--- src/rtl/fg_event_monitor_pkg.sv ---
// fg_monitor_pkg: shared FSM state type, default sizes and saturating increment for the f/g event monitor
package fg_monitor_pkg;

    typedef enum logic [1:0] {IDLE, WAIT_G, HOLD} state_t;

    localparam int DEF_CNT_W  = 8;
    localparam int DEF_WINDOW = 4;

    // Adds one when en is set, but never past max, so counters stick at full scale
    function automatic logic [31:0] sat_inc(input logic [31:0] v, input logic [31:0] max, input logic en);
        return (en && v < max) ? v + 32'd1 : v;
    endfunction

endpackage

--- src/rtl/fg_event_monitor_if.sv ---
// fg_event_monitor_if: valid/ready latency-record channel between the monitor and its consumer
interface fg_event_monitor_if #(parameter int LAT_W = 3);

    logic             evt_valid;
    logic             evt_ready;
    logic [LAT_W-1:0] evt_lat;

    modport master(output evt_valid, output evt_lat, input evt_ready);
    modport slave(input evt_valid, input evt_lat, output evt_ready);

endinterface

--- src/rtl/fg_rise_det.sv ---
// fg_rise_det: two-flop input register with a one-cycle rising-edge pulse
module fg_rise_det (
    input  logic clk,
    input  logic rst_n,
    input  logic x_i,
    output logic rise_o
);

    logic s_q, p_q;

    // Capture the level, then delay it one more cycle to compare against
    always_ff @(posedge clk or negedge rst_n) begin
        if (!rst_n) begin
            s_q <= 1'b0;
            p_q <= 1'b0;
        end else begin
            s_q <= x_i;
            p_q <= s_q;
        end
    end

    assign rise_o = s_q & ~p_q;

endmodule

--- src/rtl/fg_event_monitor.sv ---
// fg_event_monitor: pairs f rises with the next g rise inside a window and reports latency plus statistics
module fg_event_monitor
    import fg_monitor_pkg::*;
#(
    parameter int CNT_W  = DEF_CNT_W,
    parameter int WINDOW = DEF_WINDOW
) (
    input  logic                  clk,
    input  logic                  rst_n,
    input  logic                  f_i,
    input  logic                  g_i,
    input  logic                  clr_i,
    fg_event_monitor_if.master    evt,
    output logic [CNT_W-1:0]      f_cnt_o,
    output logic [CNT_W-1:0]      g_cnt_o,
    output logic [CNT_W-1:0]      miss_cnt_o,
    output logic [CNT_W-1:0]      drop_cnt_o,
    output logic                  busy_o
);

    localparam int LAT_W = $clog2(WINDOW + 1);
    localparam logic [31:0] CNT_MAX = (32'd1 << CNT_W) - 32'd1;

    logic rise_f, rise_g;
    state_t state_q, state_d;
    logic [LAT_W-1:0] timer_q, timer_d, lat_q, lat_d;
    logic [CNT_W-1:0] f_cnt_q, f_cnt_d, g_cnt_q, g_cnt_d, miss_cnt_q, miss_cnt_d, drop_cnt_q, drop_cnt_d;
    logic miss_inc, drop_inc;

    fg_rise_det u_f (.clk(clk), .rst_n(rst_n), .x_i(f_i), .rise_o(rise_f));
    fg_rise_det u_g (.clk(clk), .rst_n(rst_n), .x_i(g_i), .rise_o(rise_g));

    // Pairing FSM: a g rise in WAIT_G closes the pair even on the last window cycle
    always_comb begin
        state_d  = state_q;
        timer_d  = timer_q;
        lat_d    = lat_q;
        miss_inc = 1'b0;
        drop_inc = 1'b0;
        case (state_q)
            IDLE: begin
                if (rise_f) begin
                    state_d = WAIT_G;
                    timer_d = LAT_W'(1);
                end
            end
            WAIT_G: begin
                drop_inc = rise_f;
                if (rise_g) begin
                    state_d = HOLD;
                    lat_d   = timer_q;
                end else if (timer_q == LAT_W'(WINDOW)) begin
                    state_d  = IDLE;
                    miss_inc = 1'b1;
                end else begin
                    timer_d = timer_q + 1'b1;
                end
            end
            HOLD: begin
                if (evt.evt_ready) begin
                    state_d = rise_f ? WAIT_G : IDLE;
                    timer_d = LAT_W'(1);
                end else begin
                    drop_inc = rise_f;
                end
            end
            default: state_d = IDLE;
        endcase
        f_cnt_d    = CNT_W'(sat_inc(32'(f_cnt_q), CNT_MAX, rise_f));
        g_cnt_d    = CNT_W'(sat_inc(32'(g_cnt_q), CNT_MAX, rise_g));
        miss_cnt_d = CNT_W'(sat_inc(32'(miss_cnt_q), CNT_MAX, miss_inc));
        drop_cnt_d = CNT_W'(sat_inc(32'(drop_cnt_q), CNT_MAX, drop_inc));
    end

    // State and statistics registers; clr wipes everything except the input edge detectors
    always_ff @(posedge clk or negedge rst_n) begin
        if (!rst_n) begin
            state_q    <= IDLE;
            timer_q    <= '0;
            lat_q      <= '0;
            f_cnt_q    <= '0;
            g_cnt_q    <= '0;
            miss_cnt_q <= '0;
            drop_cnt_q <= '0;
        end else if (clr_i) begin
            state_q    <= IDLE;
            timer_q    <= '0;
            lat_q      <= '0;
            f_cnt_q    <= '0;
            g_cnt_q    <= '0;
            miss_cnt_q <= '0;
            drop_cnt_q <= '0;
        end else begin
            state_q    <= state_d;
            timer_q    <= timer_d;
            lat_q      <= lat_d;
            f_cnt_q    <= f_cnt_d;
            g_cnt_q    <= g_cnt_d;
            miss_cnt_q <= miss_cnt_d;
            drop_cnt_q <= drop_cnt_d;
        end
    end

    assign evt.evt_valid = (state_q == HOLD);
    assign evt.evt_lat   = lat_q;
    assign busy_o        = (state_q != IDLE);
    assign f_cnt_o       = f_cnt_q;
    assign g_cnt_o       = g_cnt_q;
    assign miss_cnt_o    = miss_cnt_q;
    assign drop_cnt_o    = drop_cnt_q;

endmodule

--- src/flat_wrapper.sv ---
// flat-port wrapper written by rule: the top's interface ports become plain ports
module fg_event_monitor_flat import fg_monitor_pkg::*;
#(
    parameter int CNT_W  = DEF_CNT_W,
    parameter int WINDOW = DEF_WINDOW
)
  (clk, rst_n, f_i, g_i, clr_i, f_cnt_o, g_cnt_o, miss_cnt_o, drop_cnt_o, busy_o, evt_evt_valid, evt_evt_lat, evt_evt_ready);
  fg_event_monitor_if #(.LAT_W(3)) evt_i ();
  input  logic clk;
  input  logic rst_n;
  input  logic f_i;
  input  logic g_i;
  input  logic clr_i;
  output logic [CNT_W-1:0] f_cnt_o;
  output logic [CNT_W-1:0] g_cnt_o;
  output logic [CNT_W-1:0] miss_cnt_o;
  output logic [CNT_W-1:0] drop_cnt_o;
  output logic busy_o;
  output wire logic [$bits(evt_i.evt_valid)-1:0] evt_evt_valid;
  output wire logic [$bits(evt_i.evt_lat)-1:0] evt_evt_lat;
  input wire logic [$bits(evt_i.evt_ready)-1:0] evt_evt_ready;
  assign evt_evt_valid = evt_i.evt_valid;
  assign evt_evt_lat = evt_i.evt_lat;
  assign evt_i.evt_ready = evt_evt_ready;
  fg_event_monitor #(.CNT_W(CNT_W), .WINDOW(WINDOW)) u_core (.clk(clk), .rst_n(rst_n), .f_i(f_i), .g_i(g_i), .clr_i(clr_i), .evt(evt_i), .f_cnt_o(f_cnt_o), .g_cnt_o(g_cnt_o), .miss_cnt_o(miss_cnt_o), .drop_cnt_o(drop_cnt_o), .busy_o(busy_o));
endmodule
--- config.mk ---
export PLATFORM = sky130hd
export DESIGN_NAME = fg_event_monitor_flat
export DESIGN_NICKNAME = d
export VERILOG_FILES = /design/src/rtl/fg_event_monitor_pkg.sv /design/src/rtl/fg_event_monitor_if.sv /design/src/rtl/fg_rise_det.sv /design/src/rtl/fg_event_monitor.sv /design/src/flat_wrapper.sv
export SDC_FILE = /design/constraint.sdc
export NUM_CORES = 1
export LEC_CHECK = 0
export CAP_MARGIN = 15
export CORE_UTILIZATION = 44
export CTS_BUF_LIST = sky130_fd_sc_hd__clkbuf_2
export DETAILED_ROUTE_END_ITERATION = 12
export PLACE_DENSITY = 0.66
export SLEW_MARGIN = 25
export SYNTH_ARGS = -nofsm -noshare
export SYNTH_HDL_FRONTEND = slang
export SYNTH_SLANG_ARGS = --single-unit
--- constraint.sdc ---
create_clock -name clk -period 2.6 [get_ports clk]
set_clock_uncertainty 0.15 [all_clocks]
set_input_delay 0.52 -clock clk [delete_from_list [all_inputs] [get_ports clk]]
set_output_delay 0.52 -clock clk [all_outputs]
set_load 0.01 [all_outputs]
# Word level (Yosys, flattened, before mapping)
# Index checks and enable logic that the tools add are counted.
dict set report totals {
  word_cells 77
  in_bits 6
  out_inout_bits 37
  reg_bits 44
}
dict set report classes {
  add_sub_neg 5
  eq_ne 8
  n_lt_le_gt_ge 4
  bitwise_logic 4
  reduce_logical 16
  muxes 29
}
# cell n
set ops {}
lappend ops {{2-to-1 mux 8 bit} 8}
lappend ops {{adder 8 x 1 -> 8 bit (second input constant)} 4}
lappend ops {{< comparator 8 bit (second input constant)} 4}
lappend ops {{2-to-1 mux 3 bit} 8}
lappend ops {{nonzero test 2 bit} 7}
lappend ops {{2-to-1 mux 2 bit} 5}
lappend ops {{case mux 3 bit (3 select lines)} 1}
lappend ops {{!= test 3 x 2 -> 1 bit (second input constant)} 2}
lappend ops {{!= test 3 bit (second input constant)} 2}
lappend ops {{case mux 2 bit (3 select lines)} 1}
lappend ops {{2-to-1 mux 1 bit} 5}
lappend ops {{AND reduction 5 bit} 1}
lappend ops {{logical AND 1 bit} 4}
lappend ops {{!= test 4 x 2 -> 1 bit (second input constant)} 1}
lappend ops {{nonzero test 4 bit} 1}
lappend ops {{adder 3 x 1 -> 3 bit (second input constant)} 1}
lappend ops {{equality test 3 bit (second input constant)} 1}
lappend ops {{AND reduction 3 bit} 1}
lappend ops {{bitwise AND 1 bit} 2}
lappend ops {{equality test 2 x 1 -> 1 bit (second input constant)} 1}
lappend ops {{equality test 2 bit (second input constant)} 1}
lappend ops {{zero test 2 bit} 1}
lappend ops {{NOT 1 bit} 2}
lappend ops {{case mux 1 bit (2 select lines)} 1}
lappend ops {{AND reduction 2 bit} 1}

# Longest topological paths before layout
# Gate-level depths: netlist (run 1).
dict set report depth {
  depth_word 7
  mapped_depth 6
  depth_no_buf 6
}

# Modules after synthesis
# From an unflattened synthesis (run 1), not the netlist that was laid out.
dict set report hier_totals {
  hier_cells 243
  area_unflattened_um2 2424.8
}
# module cells_per_inst area_each_um2 n_inst
set modules_own_cells {}
lappend modules_own_cells {fg_event_monitor 237 2297.2 1}
lappend modules_own_cells {fg_rise_det 3 63.8 2}

# Worst setup path after synthesis (run 1)
# OpenSTA, ideal clock, no wires.
dict set report synth_timing {
  kind {reg2reg}
  startpoint {register u_core.state_q[0]}
  endpoint {register u_core.drop_cnt_q[4] (netlist: u_core.drop_cnt_o[4])}
  stages_incl_launch_ff 7
  setup_ns 0.078
  t_arrival_ns 1.697
  slack_ns 0.675
  synth_period_minus_slack_ns 1.925
  required_ns 2.372
  cell_sequence {dfrtp_1 -> inv_1 -> ha_1 -> and2b_1 -> o211ai_4 -> or4_1 -> a21oi_1}
}
dict set report synth_via {
  elab_chain_len 4
}
# item line
set synth_rtl {}
lappend synth_rtl {{from (decl)} fg_event_monitor.sv:25} ;# state_t state_q, state_d;
lappend synth_rtl {{from (signal assigned)} fg_event_monitor.sv:94} ;# state_q <= state_d;
lappend synth_rtl {{equality test 2 bit} --}
lappend synth_rtl {{via evt_evt_valid} flat_wrapper.sv:19} ;# output wire logic [$bits(evt_i.evt_valid)-1:0] evt_evt_valid;
lappend synth_rtl {{case mux 1 bit (2 select lines)} fg_event_monitor.sv:40} ;# case (state_q)
lappend synth_rtl {{logical AND 1 bit} fg_event_monitor_pkg.sv:11} ;# return (en && v < max) ? v + 32'd1 : v;
lappend synth_rtl {{nonzero test 2 bit (no line)} --}
lappend synth_rtl {{to (signal assigned)} fg_event_monitor.sv:100} ;# drop_cnt_q <= drop_cnt_d;
lappend synth_rtl {{to (decl)} fg_event_monitor.sv:27} ;# logic [CNT_W-1:0] f_cnt_q, f_cnt_d, g_cnt_q, g_cnt_d, miss_cnt_q, miss_cnt_d, drop_cnt_q, drop_cnt_d;
# The timed path passes the listed nets, and every way through them passes these cells.
# A chain may end at the register's enable or synchronous reset.

# Worst setup path after layout (run 1)
dict set report layout_timing {
  startpoint {register u_core.state_q[0]}
  endpoint {output port evt_evt_valid}
}
dict set report layout_via {
  elab_chain_len 1
}
# item line
set layout_rtl {}
lappend layout_rtl {{equality test 2 bit} fg_event_monitor.sv:104} ;# assign evt.evt_valid = (state_q == HOLD);
lappend layout_rtl {{to (decl)} flat_wrapper.sv:19}
# No other way between the ends.

==> results.tsv, run 1 <==
metric	value	unit
status	finished, final reports clean	
Hold WC Path Type	reg -> reg	
max_cap viols	0	
Largest stage delay, worst path	0.56	ns
crit-path max FO	4	
Avg WL per Cell	13.86	microns
Yosys top cell by area	dfrtp_1	
CP Data Arrival Time	1.81	ns
DR iter-0 viols	94	
Detailed Routing Iterations Pass 1	4	
H-tree Lvls	2	
Die W	75.76	microns
Net Count, Synth	258	
Slew HR	61.20	%
initial antenna violation count	0	
Final Max Tran Viols	0	
Inserted Clock Buffers	5	
Layout Utilization	57.79	%
worst path cell trace	inv_1, ha_1, clkdlybuf4s50_1	
count leader, synth	dfrtp_1	
Worst-Skew Late Latency	0.45	ns
nature of the critical path endpoint	output pin	
crit path max-delay cell type	clkdlybuf4s50_1	
GP Congestion	0.8437	
IO Count	43	
share of the synthesized area in the top cell type	46.00	%
largest net degree at the start of global routing	28	
Worst Setup Start Kind	flip-flop	
CTS tree	done	
Syn-to-layout area delta	24.88	%
GR Util All Layers	19.38	%
ant diodes	0	
YS warnings	0	
port bufs	42	
hpwl dp	3.553	mm
CTS Root Cell	clkbuf_2	
Sum Neg Setup Slack	0	ns
final setup fails	0	
first-pass GRT wire length	8.300	mm
Initial Util	46.27	%
die area	5739	sq um
Synth Instances	241	
Hold Vio Cnt, Final	0	
vias per std cell	5.536	
Via Count	2004	
VDD IR max	0.2820	mV
die extent in y	75.76	microns
vias in the first global route	1846	
Synth Flop Type	dfrtp_1	
drt drc	0	
synth top area cells	dfrtp_1 (46%), ha_1 (5.8%), a21oi_1 (3.8%)	
Leak	1.253	nW
synth cell count leaders	dfrtp_1 (44), nor2_1 (20), a21oi_1 (18), nand2_1 (14), nand3_1 (14)	
r2r setup slk	0.52	ns
share of the clock period used by the worst path	95.45	%
Seq cells post-synth	44	
Async S/R FF share, synth	100.0	%
P per Cell Area	477.4	nW/um^2
total congestion overflow	0	
Final nets	308	
WHS	0.3091	ns
DRT antenna net count	0	
Post-synth EDFFs	0	
layout cells sized above 1	8.219	%
unrepaired setup endpoints after global routing	false	
Worst Path Required	1.93	ns
Seq/Total Area, Yosys	46.00	%
Yosys cell types	48	
Rows	26	
Clk pin slew, worst setup/hold paths	0.25	ns
CTS Buffer Depth	2	
Post-Syn Area	2394	sq um
fin crit period	2.482	ns
Avg Cell Area, Syn	9.932	sq um
critical path class	reg -> out	
Std-Cell Core Area	5172	sq um
fmax	403.0	MHz
worst-margin pin slew	0.5776	ns
final WL	5.018	mm
CTS sink cnt	44	
==> placed cells by master (no fill, tap or decap), types with 3 or more instances in the layout <==
cell             instances
nand3_1                 14
buf_4                    5
a211oi_1                 3
dfrtp_1                 44
nor2b_1                  4
and3_1                   5
o21ai_0                  6
nand2_1                 14
or3_1                    4
mux2i_1                  7
inv_1                   13
o31ai_1                  4
nor3_1                  10
xnor2_1                  4
ha_1                    10
o311ai_0                 3
clkbuf_2                 5
mux2_2                   3
nor4_1                   3
clkdlybuf4s50_1         41
nor2_1                  20
a21oi_1                 18
o211a_1                  3
nand4b_1                 3
or4_1                    3
o41ai_1                  3
nand4_1                  3
==> cell families after synthesis <==
logic type	count (synthesis)	share of synthesized area (%)
adder cells (fa/ha/maj)	11	5.750
XOR/XNOR	6	2.195
AND/OR/NAND/NOR	94	20.96
AO/OA/AOI/OAI	57	17.62
multiplexers	10	4.339
buffers and inverters	19	3.137
flip-flops	44	46.00
==> report_power, final <==
group	internal [mW]	switching, mW
combinational	0.169	0.189
clock	0.0668	0.247
sequential	0.718	0.0378
total	0.954	0.473
==> per-stage QoR <==
step | instances | worst slack, ns | area, sq um | power [mW]
2_1_floorplan | 241 | 0.6748 | 2394 | 0.9834
3_3_place_gp | 350 | 0.3542 | 2905 | 1.093
3_5_place_dp | 350 | 0.3597 | 2905 | 1.098
4_1_cts | 359 | 0.05557 | 2964 | 1.421
5_1_grt | 362 | 0.02292 | 2989 | 1.520
6_report | 362 | 0.1184 | 2989 | 1.427
==> per-layer routing <==
layer  up-vias  GRT usage [%]  wire, microns  share of wire (%)
li1        993              -              -                  -
met1       963          25.35           2476                 49
met2        39          30.29           2251                 45
met3         9          4.894            189                3.8
met4         0          8.642            101                2.0
met5         -              0              0                  0
==> final timing paths <==
check,from,endpoint,depth (start not counted)
max,u_core.state_q[0],evt_evt_valid,3
min,u_core.u_g.s_q,u_core.u_g.p_q,0
max reg2reg,u_core.state_q[1],u_core.miss_cnt_o[5],6
min reg2reg,u_core.u_g.s_q,u_core.u_g.p_q,0
max in group asynchronous,rst_n,u_core.timer_q[2],3
min in group asynchronous,rst_n,u_core.drop_cnt_o[3],2
==> state kept, by name, indices dropped and copies added (netlist names), 2 cells and up <==
| name | flops |
|---|---|
| u_core.drop_cnt_o | 8 |
| u_core.evt.evt_lat | 3 |
| u_core.f_cnt_o | 8 |
| u_core.g_cnt_o | 8 |
| u_core.miss_cnt_o | 8 |
| u_core.state_q | 2 |
| u_core.timer_q | 3 |
==> critical path: cells and delay by family, from the launching register on <==
family / cells / cell delay [ns]
buffers and inverters: 2 / 0.66
flip-flops: 1 / 0.48
adder cells (fa/ha/maj): 1 / 0.24
==> final cells by class <==
class | count | area (sq um)
Multi-Input combinational cell | 178 | 1220
Sequential cell | 44 | 1101
Inverter | 13 | 48.80
Tap cell | 70 | 87.58
Clock buffer | 5 | 25.02
Fill cell | 485 | 2183
Timing Repair Buffer | 49 | 483.0
Clock inverter | 3 | 23.77
==> repair_timing <==
item                       in CTS  in global routing
setup endpoints to repair       0                  1
hold endpoints to repair       21                  0
buffers inserted                0                  3
gates resized for setup         0                  1
hold buffers                    1                  0
(Power assumes the default switching activity.)
==> run 2: changes to the inputs <==
--- a/config.mk
+++ b/config.mk
@@ -9,7 +9,8 @@
 export CORE_UTILIZATION = 44
 export CTS_BUF_LIST = sky130_fd_sc_hd__clkbuf_2
 export DETAILED_ROUTE_END_ITERATION = 12
-export PLACE_DENSITY = 0.66
+export DONT_BUFFER_PORTS = 1
+export PLACE_DENSITY = 0.56
 export SLEW_MARGIN = 25
 export SYNTH_ARGS = -nofsm -noshare
 export SYNTH_HDL_FRONTEND = slang
==> results.tsv, run 2 (synthesis results as in run 1) <==
metric	value	unit
vias in the first global route	1808	
port bufs	0	
Worst Setup Start Kind	flip-flop	
Min-Delay Startpoint	clr_i	
commonest non-fill, non-tap cell in the layout	dfrtp_1	
Die W	75.76	microns
nature of the critical path endpoint	flip-flop	
vias per std cell	5.846	
Final Max Tran Viols	0	
Critical R2R Capture	u_core.drop_cnt_o[7]	
status	finished, final reports clean	
Worst Path Buf+Inv	1	
fin crit period	2.138	ns
Hold Vio Cnt, Final	0	
Via Count	1865	
GP Congestion	0.7714	
Worst Path Required	2.75	ns
IO Count	43	
Final nets	265	
hpwl dp	3.368	mm
Hold WC Path Type	in -> reg	
total congestion overflow	0	
initial antenna violation count	0	
VDD IR max	0.4374	mV
Largest stage delay, worst path	0.48	ns
final WL	5.066	mm
CTS Buffer Depth	2	
share of the clock period used by the worst path	82.24	%
crit-path max FO	6	
post_cts resized	0	
Worst Hold End	u_core.drop_cnt_o[7]	
Layout Utilization	50.41	%
Leak	1.127	nW
Final Power	1.436	mW
die extent in y	75.76	microns
drt drc	0	
layout cells sized above 1	7.229	%
worst path cell trace	inv_1, ha_1, and2b_1, o2111ai_1, o311ai_0, o41ai_1	
DRT antenna net count	0	
Syn-to-layout area delta	8.939	%
CTS Root Cell	clkbuf_2	
GR Util All Layers	19.31	%
Worst-Skew Late Latency	0.40	ns
Rows	26	
most frequent cells in the layout	dfrtp_1 (44), nor2_1 (20), a21oi_1 (18)	
Clk pin slew, worst setup/hold paths	0.22	ns
worst-margin pin slew	0.5910	ns
CTS tree	done	
Std-Cell Core Area	5172	sq um
DR iter-0 viols	111	
max_cap viols	0	
CP Data Arrival Time	2.29	ns
Sum Neg Setup Slack	0	ns
die area	5739	sq um
H-tree Lvls	2	
worst reg2reg path startpoint	u_core.state_q[0]	
Avg WL per Cell	15.88	microns
Top delay family on crit path	compound AO/OA/AOI/OAI gates	
first-pass GRT wire length	8.321	mm
Slew HR	60.30	%
fmax	467.7	MHz
Initial Util	46.27	%
largest net degree at the start of global routing	45	
hold path cells	1	
critical path class	reg -> reg	
unrepaired setup endpoints after global routing	false	
Detailed Routing Iterations Pass 1	5	
P per Cell Area	550.5	nW/um^2
r2r setup slk	0.46	ns
ant diodes	0	
Post-CTS Repair Setup Buffers	0	
crit path max-delay cell type	dfrtp_1	
hold buffer count at cts	5	
CTS sink cnt	44	
Worst R2R Path Depth	6	
final setup fails	0	
Inserted Clock Buffers	5	
-- run 2: through the flow --
stage	setup WS [ns]	hold slack (ns)	instances	area, sq um
6_report	0.4617	0.04134	319	2608
5_1_grt	0.2889	0.003119	319	2608
4_1_cts	0.4648	0.002619	318	2597
3_5_place_dp	0.5104	0.07548	305	2455
3_3_place_gp	0.5644	0.07543	305	2455
2_1_floorplan	0.6748	0.07441	241	2394
-- run 2: final cells by class --
cell class | count | area [sq um]
fillers | 476 | 2565
multi-input cells | 178 | 1217
flip-flops and latches | 44 | 1101
repair buffers | 6 | 87.58
well taps | 70 | 87.58
inverters | 13 | 48.80
clock inverters | 2 | 35.03
clock buffers | 6 | 30.03
-- run 2: worst max path at each step --
stage	startpoint	endpoint	cells after the start
3_5_place_dp	u_core.state_q[0]	u_core.drop_cnt_o[4]	6
2_1_floorplan	u_core.state_q[0]	u_core.drop_cnt_o[4]	6
5_1_grt	u_core.state_q[0]	u_core.drop_cnt_o[7]	6
3_3_place_gp	u_core.state_q[0]	u_core.drop_cnt_o[4]	6
6_report	u_core.state_q[0]	u_core.drop_cnt_o[7]	6
4_1_cts	u_core.state_q[0]	u_core.drop_cnt_o[4]	6
-- run 2: where the power goes --
group / switching, mW / internal (mW) / total (mW)
Clock: 0.225 / 0.165 / 0.390
Combinational: 0.167 / 0.118 / 0.285
Sequential: 0.0420 / 0.718 / 0.760
Total: 0.434 / 1.00 / 1.44
-- run 2: worst register-to-register path, cell delays in order (launching register included) --
cell and delay, ns:
dfrtp_1 0.48, inv_1 0.10, ha_1 0.28, and2b_1 0.28
o2111ai_1 0.24, o311ai_0 0.37, o41ai_1 0.14
-- run 2: layer usage --
| metal | vias up | part of all wire [%] | global-route usage (%) |
|---|---|---|---|
| met3 | 2 | 4.0 | 4.762 |
| met2 | 44 | 46 | 29.70 |
| met5 | - | 0 | 0 |
| met4 | 0 | 0.53 | 6.173 |
| met1 | 903 | 49 | 26.76 |
| li1 | 916 | - | - |
==> run 3: changes to the inputs <==
--- a/config.mk
+++ b/config.mk
@@ -10,7 +10,7 @@
 export CTS_BUF_LIST = sky130_fd_sc_hd__clkbuf_2
 export DETAILED_ROUTE_END_ITERATION = 12
 export DONT_BUFFER_PORTS = 1
-export PLACE_DENSITY = 0.56
+export PLACE_DENSITY = 0.58
 export SLEW_MARGIN = 25
 export SYNTH_ARGS = -nofsm -noshare
 export SYNTH_HDL_FRONTEND = slang
==> constraint.sdc (replaced) <==
create_clock -name clk -period 1.8 [get_ports clk]
set_clock_uncertainty 0.15 [all_clocks]
set_input_delay 0.36 -clock clk [delete_from_list [all_inputs] [get_ports clk]]
set_output_delay 0.36 -clock clk [all_outputs]
set_load 0.01 [all_outputs]
==> results.tsv, run 3 (synthesis results as in run 1) <==
metric	value	unit
status	finished, violations left	
failing checks	negative setup slack	
CP Data Arrival Time	2.09	ns
Inserted Clock Buffers	5	
CTS Root Cell	clkbuf_2	
total congestion overflow	0	
Worst Setup Start Kind	flip-flop	
Final Power	2.469	mW
met2 wire len	2.962	mm
vias per std cell	5.621	
Top delay family on crit path	compound AO/OA/AOI/OAI gates	
largest net degree at the start of global routing	45	
max_cap viols	0	
final cell count without fillers	377	
critical path class	reg -> reg	
first-pass GRT wire length	9.335	mm
CTS sink cnt	44	
worst-margin pin slew	0.3213	ns
Detailed Routing Iterations Pass 1	4	
Final nets	323	
Critical R2R Capture	u_core.timer_q[1]	
Hold Vio Cnt, Final	0	
crit-path max FO	6	
worst reg2reg path startpoint	u_core.state_q[1]	
DRT antenna net count	0	
IO Count	43	
FF+latch area	1102	sq um
Filler cells	458	
die area	5739	sq um
Initial Util	46.27	%
Avg WL per Cell	15.82	microns
hold path cells	2	
Leak	1.428	nW
ant diodes	0	
worst path cell trace	buf_6, ha_4, and2b_2, a221o_1, o2bb2ai_1, a22o_1	
final WL	5.964	mm
Slew HR	78.49	%
Worst Path Required	2.02	ns
Via Count	2119	
VDD IR max	0.4108	mV
r2r setup slk	-0.07	ns
Die W	75.76	microns
final setup fails	5	
Syn-to-layout area delta	35.18	%
most frequent cells in the layout	buf_4 (54), dfrtp_1 (43), nor2_1 (20)	
port bufs	0	
Met3 Routed Length	267	microns
Worst Path Buf+Inv	1	
initial antenna violation count	0	
Hold WC Path Type	in -> reg	
share of the clock period used by the worst path	103.8	%
GR Util All Layers	21.83	%
WL met1	2.636	mm
DR iter-0 viols	110	
Largest stage delay, worst path	0.45	ns
hpwl dp	3.846	mm
CTS Buffer Depth	2	
P per Cell Area	763.0	nW/um^2
critical path depth in cells	6	
Std-Cell Core Area	5172	sq um
Multi-input gate area	1396	sq um
fmax	535.1	MHz
Worst R2R Path Depth	6	
nature of the critical path endpoint	flip-flop	
die extent in y	75.76	microns
Worst Hold End	u_core.f_cnt_o[5]	
Worst-Skew Late Latency	0.42	ns
CTS tree	done	
drt drc	0	
Rows	26	
crit path max-delay cell type	dfrtp_1	
Clk pin slew, worst setup/hold paths	0.20	ns
GP Congestion	0.7637	
Final Max Tran Viols	0	
unrepaired setup endpoints after global routing	true	
vias in the first global route	2061	
Post-Place Cells	354	
H-tree Lvls	2	
commonest non-fill, non-tap cell in the layout	buf_4	
fin crit period	1.869	ns
DR top layer	met4	
Min-Delay Startpoint	clr_i	
setup slack after layout	-0.06892	ns
layout cells sized above 1	35.18	%
[run 3: cell types whose count changed in the layout (fill, tap and decap cells not counted), sizes merged]
cell,previous run,this run
buf,2,60
clkbuf,6,5
clkinv,1,2
[run 3: worst max path at each step]
| stage | start | endpoint | slack (ns) |
|---|---|---|---|
| 6_report | u_core.state_q[1] | u_core.timer_q[1] | -0.07 |
| 5_1_grt | u_core.state_q[1] | u_core.timer_q[1] | -0.14 |
| 4_1_cts | u_core.state_q[0] | busy_o | -0.07 |
| 3_3_place_gp | u_core.state_q[0] | u_core.drop_cnt_o[4] | -0.03 |
| 2_1_floorplan | u_core.state_q[0] | u_core.drop_cnt_o[4] | -0.05 |
| 3_5_place_dp | u_core.state_q[1] | u_core.miss_cnt_o[5] | -0.09 |
[run 3: power breakdown]
part | switching (mW) | total, mW | leakage (nW) | internal (mW)
logic | 0.407 | 0.849 | 0.793 | 0.442
registers | 0.0379 | 1.07 | 0.598 | 1.04
clock network | 0.319 | 0.545 | 0.0380 | 0.226
[run 3: repair_timing]
item | in CTS | in global routing
hold endpoints to repair | 78 | 4
setup endpoints to repair | 18 | 23
gates cloned | 0 | 0
pin swaps | 7 | 16
hold buffers | 5 | 1
buffers inserted | 5 | 4
resized for setup | 10 | 38
[run 3: stage by stage]
step | hold WS (ns) | worst slack (ns) | utilization, % | area (sq um) | setup TNS, ns
floorplan | -0.08559 | -0.04577 | - | 2400 | -0.04577
CTS | 0.002957 | -0.07250 | 59.10 | 3057 | -0.3202
global route | 0.002751 | -0.1377 | 62.55 | 3236 | -0.9142
global placement | -0.08455 | -0.02551 | 54.69 | 2829 | -0.1002
detailed placement | -0.08459 | -0.08828 | 54.69 | 2829 | -0.5818
finish | 0.02991 | -0.06892 | 62.55 | 3236 | -0.1968
[run 3: metal layers]
layer	track usage [%]	vias to the layer above
li1	-	1033
met1	26.82	1033
met2	37.56	45
met3	5.556	8
met4	6.790	0
met5	0	-
[run 3: final cells by class]
type / instances / share of cell area, %
Timing Repair Buffer: 64 / 16.63
Clock buffer: 5 / 0.7734
Sequential cell: 44 / 34.07
Clock inverter: 3 / 1.160
Inverter: 13 / 1.508
Tap cell: 70 / 2.707
Multi-Input combinational cell: 178 / 43.16
